File: config.mk
export PLATFORM = sky130hd
export DESIGN_NAME = temp_zone_classifier
export DESIGN_NICKNAME = d
export VERILOG_FILES = /design/src/rtl/temp_zone_classifier.sv
export SDC_FILE = /design/constraint.sdc
export NUM_CORES = 1
export LEC_CHECK = 0
export ABC_AREA = 1
export BUFFER_PORTS_ARGS = -buffer_cell sky130_fd_sc_hd__buf_2
export CAP_MARGIN = 15
export CORE_ASPECT_RATIO = 1.2
export CORE_MARGIN = 8
export CORE_UTILIZATION = 45
export CTS_BUF_LIST = sky130_fd_sc_hd__clkbuf_4 sky130_fd_sc_hd__clkbuf_8 sky130_fd_sc_hd__clkbuf_16
export DETAILED_ROUTE_END_ITERATION = 8
export PLACE_DENSITY = 0.84
export SETUP_SLACK_MARGIN = 0.05
export SLEW_MARGIN = 20
export SYNTH_ARGS = -nofsm -noshare
export SYNTH_HDL_FRONTEND = slang
export SYNTH_SLANG_ARGS = --single-unit
export TNS_END_PERCENT = 100
File: constraint.sdc
create_clock -name clk -period 2.1 [get_ports clk]
set_input_delay 0.315 -clock clk [delete_from_list [all_inputs] [get_ports clk]]
set_output_delay 0.315 -clock clk [all_outputs]
set_load 0.005 [all_outputs]
File: src/rtl/temp_zone_classifier.sv
// Registered temperature-zone classifier with downward hysteresis,
// persistence filtering and a sticky, software-acknowledged danger alarm.
module temp_zone_classifier #(
   parameter int unsigned W       = 5,
   parameter int unsigned T_LOW   = 6,
   parameter int unsigned T_NORM  = 9,
   parameter int unsigned T_HIGH  = 11,
   parameter int unsigned HYST    = 1,
   parameter int unsigned PERSIST = 3
) (
   input  logic         clk,
   input  logic         rst_n,
   input  logic [W-1:0] a,
   input  logic         a_valid,
   input  logic         alarm_ack,
   output logic [3:0]   y,
   output logic         zone_chg,
   output logic         alarm,
   output logic [W-1:0] temp_q
);

   localparam int CW = $clog2(PERSIST + 1);

   localparam logic [CW-1:0] CNT_ONE = CW'(1);
   localparam logic [CW-1:0] CNT_MAX = CW'(PERSIST);

   localparam logic [W-1:0] B0   = W'(T_LOW);
   localparam logic [W-1:0] B1   = W'(T_NORM);
   localparam logic [W-1:0] B2   = W'(T_HIGH);
   localparam logic [W-1:0] B0_H = W'(T_LOW - HYST);
   localparam logic [W-1:0] B1_H = W'(T_NORM - HYST);
   localparam logic [W-1:0] B2_H = W'(T_HIGH - HYST);

   localparam logic [1:0] Z_DANGER = 2'd3;

   logic [1:0]    zone_q, zone_d;
   logic [1:0]    cand_q, cand_d;
   logic [CW-1:0] cnt_q, cnt_d, cnt_inc;
   logic          zone_chg_q, zone_chg_d;
   logic          alarm_q, alarm_d;
   logic [W-1:0]  temp_q_q, temp_q_d;

   logic [2:0]    above;
   logic [1:0]    c;

   // Boundaries already crossed by the committed zone are lowered by HYST.
   always_comb begin
      above[0] = (zone_q > 2'd0) ? (a > B0_H) : (a > B0);
      above[1] = (zone_q > 2'd1) ? (a > B1_H) : (a > B1);
      above[2] = (zone_q > 2'd2) ? (a > B2_H) : (a > B2);
      c = 2'(above[0]) + 2'(above[1]) + 2'(above[2]);
   end

   always_comb begin
      zone_d     = zone_q;
      cand_d     = cand_q;
      cnt_d      = cnt_q;
      zone_chg_d = 1'b0;
      alarm_d    = alarm_q;
      temp_q_d   = temp_q_q;
      cnt_inc    = (cnt_q >= CNT_MAX) ? CNT_MAX : cnt_q + CNT_ONE;
      if (a_valid) begin
         temp_q_d = a;
         if (c == zone_q) begin
            cnt_d = '0;
         end else if ((c != cand_q) || (cnt_q == '0)) begin
            cand_d = c;
            cnt_d  = CNT_ONE;
         end else begin
            cnt_d = cnt_inc;
         end
         if ((c != zone_q) && (cnt_d == CNT_MAX)) begin
            zone_d     = c;
            cnt_d      = '0;
            zone_chg_d = 1'b1;
         end
      end
      // A fresh danger commit beats a simultaneous acknowledge.
      if (zone_chg_d && (c == Z_DANGER)) begin
         alarm_d = 1'b1;
      end else if (alarm_ack && (zone_q != Z_DANGER)) begin
         alarm_d = 1'b0;
      end
   end

   always_ff @(posedge clk or negedge rst_n) begin
      if (!rst_n) begin
         zone_q     <= 2'd0;
         cand_q     <= 2'd0;
         cnt_q      <= '0;
         zone_chg_q <= 1'b0;
         alarm_q    <= 1'b0;
         temp_q_q   <= '0;
      end else begin
         zone_q     <= zone_d;
         cand_q     <= cand_d;
         cnt_q      <= cnt_d;
         zone_chg_q <= zone_chg_d;
         alarm_q    <= alarm_d;
         temp_q_q   <= temp_q_d;
      end
   end

   always_comb begin
      y = 4'b1000;
      unique case (zone_q)
         2'd0: y = 4'b1000;
         2'd1: y = 4'b0100;
         2'd2: y = 4'b0010;
         2'd3: y = 4'b0001;
         default: y = 4'b1000;
      endcase
   end

   assign zone_chg = zone_chg_q;
   assign alarm    = alarm_q;
   assign temp_q   = temp_q_q;

endmodule

==> summary.txt <==
DR WL/cell = 12.7 microns
Pre-antenna DRT Iters = 5
commonest cells in the netlist = nand2_1, inv_1, dfrtp_1
Post-synth EDFFs = 0
Setup Slack @ Placement = -0.127 ns
syn_nets = 111
Peak Freq = 0.458 GHz
FFs w/ async S/R, synth = 1.00
H-tree lvl count = 1
I/O Buffers = 19
clk_lat worst skew = 0.28 ns
slew margin rel. = 0.796
design area = 0.00101 sq mm
VDD IR-drop max = 0.554 mV
highest layer used for signal routing = met4
Synth area leader = dfrtp_1
Sink Count = 13
vias post-DR = 767
non-filler cells, final = 151
Die Area = 0.00327 sq mm
Worst Path Buf+Inv = 2
I/O pin count = 20
M1 WL = 776 microns
Tmin final = 2.18 ns
register area = 325 sq um
drt initial violations = 18
Power, Total = 1.09 mW
CP Max Fanout = 4
Final Hold Vio Count = 0
Chip Height = 61.0 microns
CTS tree = built
vias in the first global route = 724
status = finished, violations left
P per Cell Area = 1070 mW/mm^2
hold crit path type = input pin to flip-flop
detail-routed via count per cell = 5.08
Synth top area share = 0.428
max cap viols = 0
synthesized area = 761 sq um
pin count of the biggest net entering global routing = 14
final worst path period share = 1.04
DRC = 0
worst clock skew = 0.0124 ns
CTS Root Cell = clkbuf_4
CP arrival = 2.35 ns
Post-Syn Instances = 101
worst slew pin tran = 0.306 ns
Slowest cell on crit path = fa_2
GR Overflow Total = 0
Starting Density = 0.475
Final setup violation count = 6
multi-input logic area = 398 sq um
number of CTS-inserted buffers = 3
Avg Inst Size Synth = 7.53 sq um
Yosys reg bits = 13
HPWL Detailed = 1430 microns
fin worst setup slack = -0.0833 ns
total core area = 0.00160 sq mm
DRT Wirelength = 1930 microns
All-Layer GR Usage = 0.125
first-pass GRT wire length = 3030 microns
GP Congestion = 0.829
Max Transition Viols Final = 0
register area share after synthesis = 0.428
# placed instances = 141
leakage power total = 0.579 nW
Synth cell types = 19
max incr delay on CP = 0.54 ns
ANT cells = 0
fillers = 141
routed wl met2 = 942 microns
CTS max path bufs = 2
Routed Antenna Nets = 0
most common cell in the netlist = nand2_1
crit path capture type = flip-flop
critical path required time = 2.27 ns
Synth-to-Final Area Change = 33.2%
RSZ-0062 raised after global routing = yes
violated checks = setup timing
cells along the critical path = nor2_2 -> nand2_1 -> a311oi_2 -> fa_2 -> inv_2 -> nand2_2 -> nand2_2 -> inv_2 -> nor2_4 -> nand3_2 -> nand2_1 -> nand2_1
crit path launch type = flip-flop
Post-Place Cell Area = 913 sq um
initial antenna violation count = 0
crit path kind = flip-flop to flip-flop
Die W = 53.5 microns
nets = 144
CP most frequent cell = nand2_1
share of layout cells above drive strength 1 = 0.398
clk slew on worst S/H paths = 0.09 ns
Synth Flop Type = dfrtp_1
cell family with most CP delay = simple AND/OR/NAND/NOR gates
synth top area cells = dfrtp_1, nand2_1, inv_1
WL met3 = 170 microns
Row Count = 16
Synthesis Warnings = 0
==> sequential cells by signal, summed over array words and instances (netlist names) <==
name,count
cand_q,2
cnt_q,2
zone_q,2
alarm,1
temp_q,5
zone_chg,1
==> repair_timing <==
item,4_1_cts,5_1_grt
buffers inserted,3,2
endpoints found under the setup margin,7,8
hold buffers,1,0
hold endpoints to repair,13,0
pin swaps,3,2
resized for setup,4,3
==> worst min-delay path, delay by kind of cell <==
| family | cells | cell delay, ns |
|---|---|---|
| buf+inv | 1 | 0.13 |
| simple gates | 2 | 0.10 |
==> routing by layer <==
layer	vias up	GRT usage
met2	35	0.227
met4	0	0.0542
li1	377	-
met3	6	0.0290
met5	-	0
met1	349	0.134
==> path summary, 6_finish.rpt <==
| check | startpoint | to | slack [ns] | cells past startpoint |
|---|---|---|---|---|
| max in group asynchronous | rst_n | zone_q[1] | 1.42 | 2 |
| setup / recovery | zone_q[0] | zone_q[1] | -0.08 | 12 |
| setup reg to reg | zone_q[0] | zone_q[1] | -0.08 | 12 |
| hold reg to reg | temp_q[1] | temp_q[1] | 0.48 | 2 |
| min in group asynchronous | rst_n | temp_q[3] | 0.44 | 2 |
| hold / removal | a[1] | temp_q[1] | 0.29 | 3 |
==> through the flow <==
step | hold slack [ns] | util | TNS, ns
after CTS | 0.294 | 0.616 | -0.156
after global routing | 0.315 | 0.633 | -1.03
final | 0.294 | 0.633 | -0.286
after global placement | 0.214 | 0.570 | -0.374
after detailed placement | 0.212 | 0.570 | -0.599
after floorplan | 0.0194 | - | 0
==> area by class of cell <==
cell class,instances,share of cell area
clock buffer,3,0.0222
clock inverter,1,0.00494
inverter,17,0.0630
multi-input combinational,70,0.393
sequential,13,0.321
tap,18,0.0222
timing repair buffer,29,0.174
==> power by group <==
| part | switching (mW) | leakage, nW | internal, mW | total (mW) |
|---|---|---|---|---|
| logic | 0.330 | 0.399 | 0.243 | 0.573 |
| clock network | 0.0842 | 0.0177 | 0.0706 | 0.155 |
| registers | 0.0464 | 0.163 | 0.314 | 0.360 |
==> cell usage in the layout, fill, tap and decap left out, types with 2 or more instances in the layout <==
cell type,synthesis,routed
clkbuf_4,0,3
nand3_2,2,3
buf_4,0,8
a21oi_1,2,2
nand2_1,33,30
nor2_1,6,5
nand3_1,5,4
dfrtp_1,13,13
nor2_4,3,3
inv_2,1,3
o21ai_0,6,6
nand2_2,3,6
nand2_4,2,2
o21ai_1,2,2
nor3_1,2,2
inv_1,16,14
buf_2,0,19
==> cells by family after synthesis <==
family	synth area share
and+or+nand+nor	0.363
buffers and inverters	0.0888
AOI/OAI and AO/OA	0.0938
DFF	0.428
adders and majority gates	0.0263
Power figures use the tool's default switching activity.
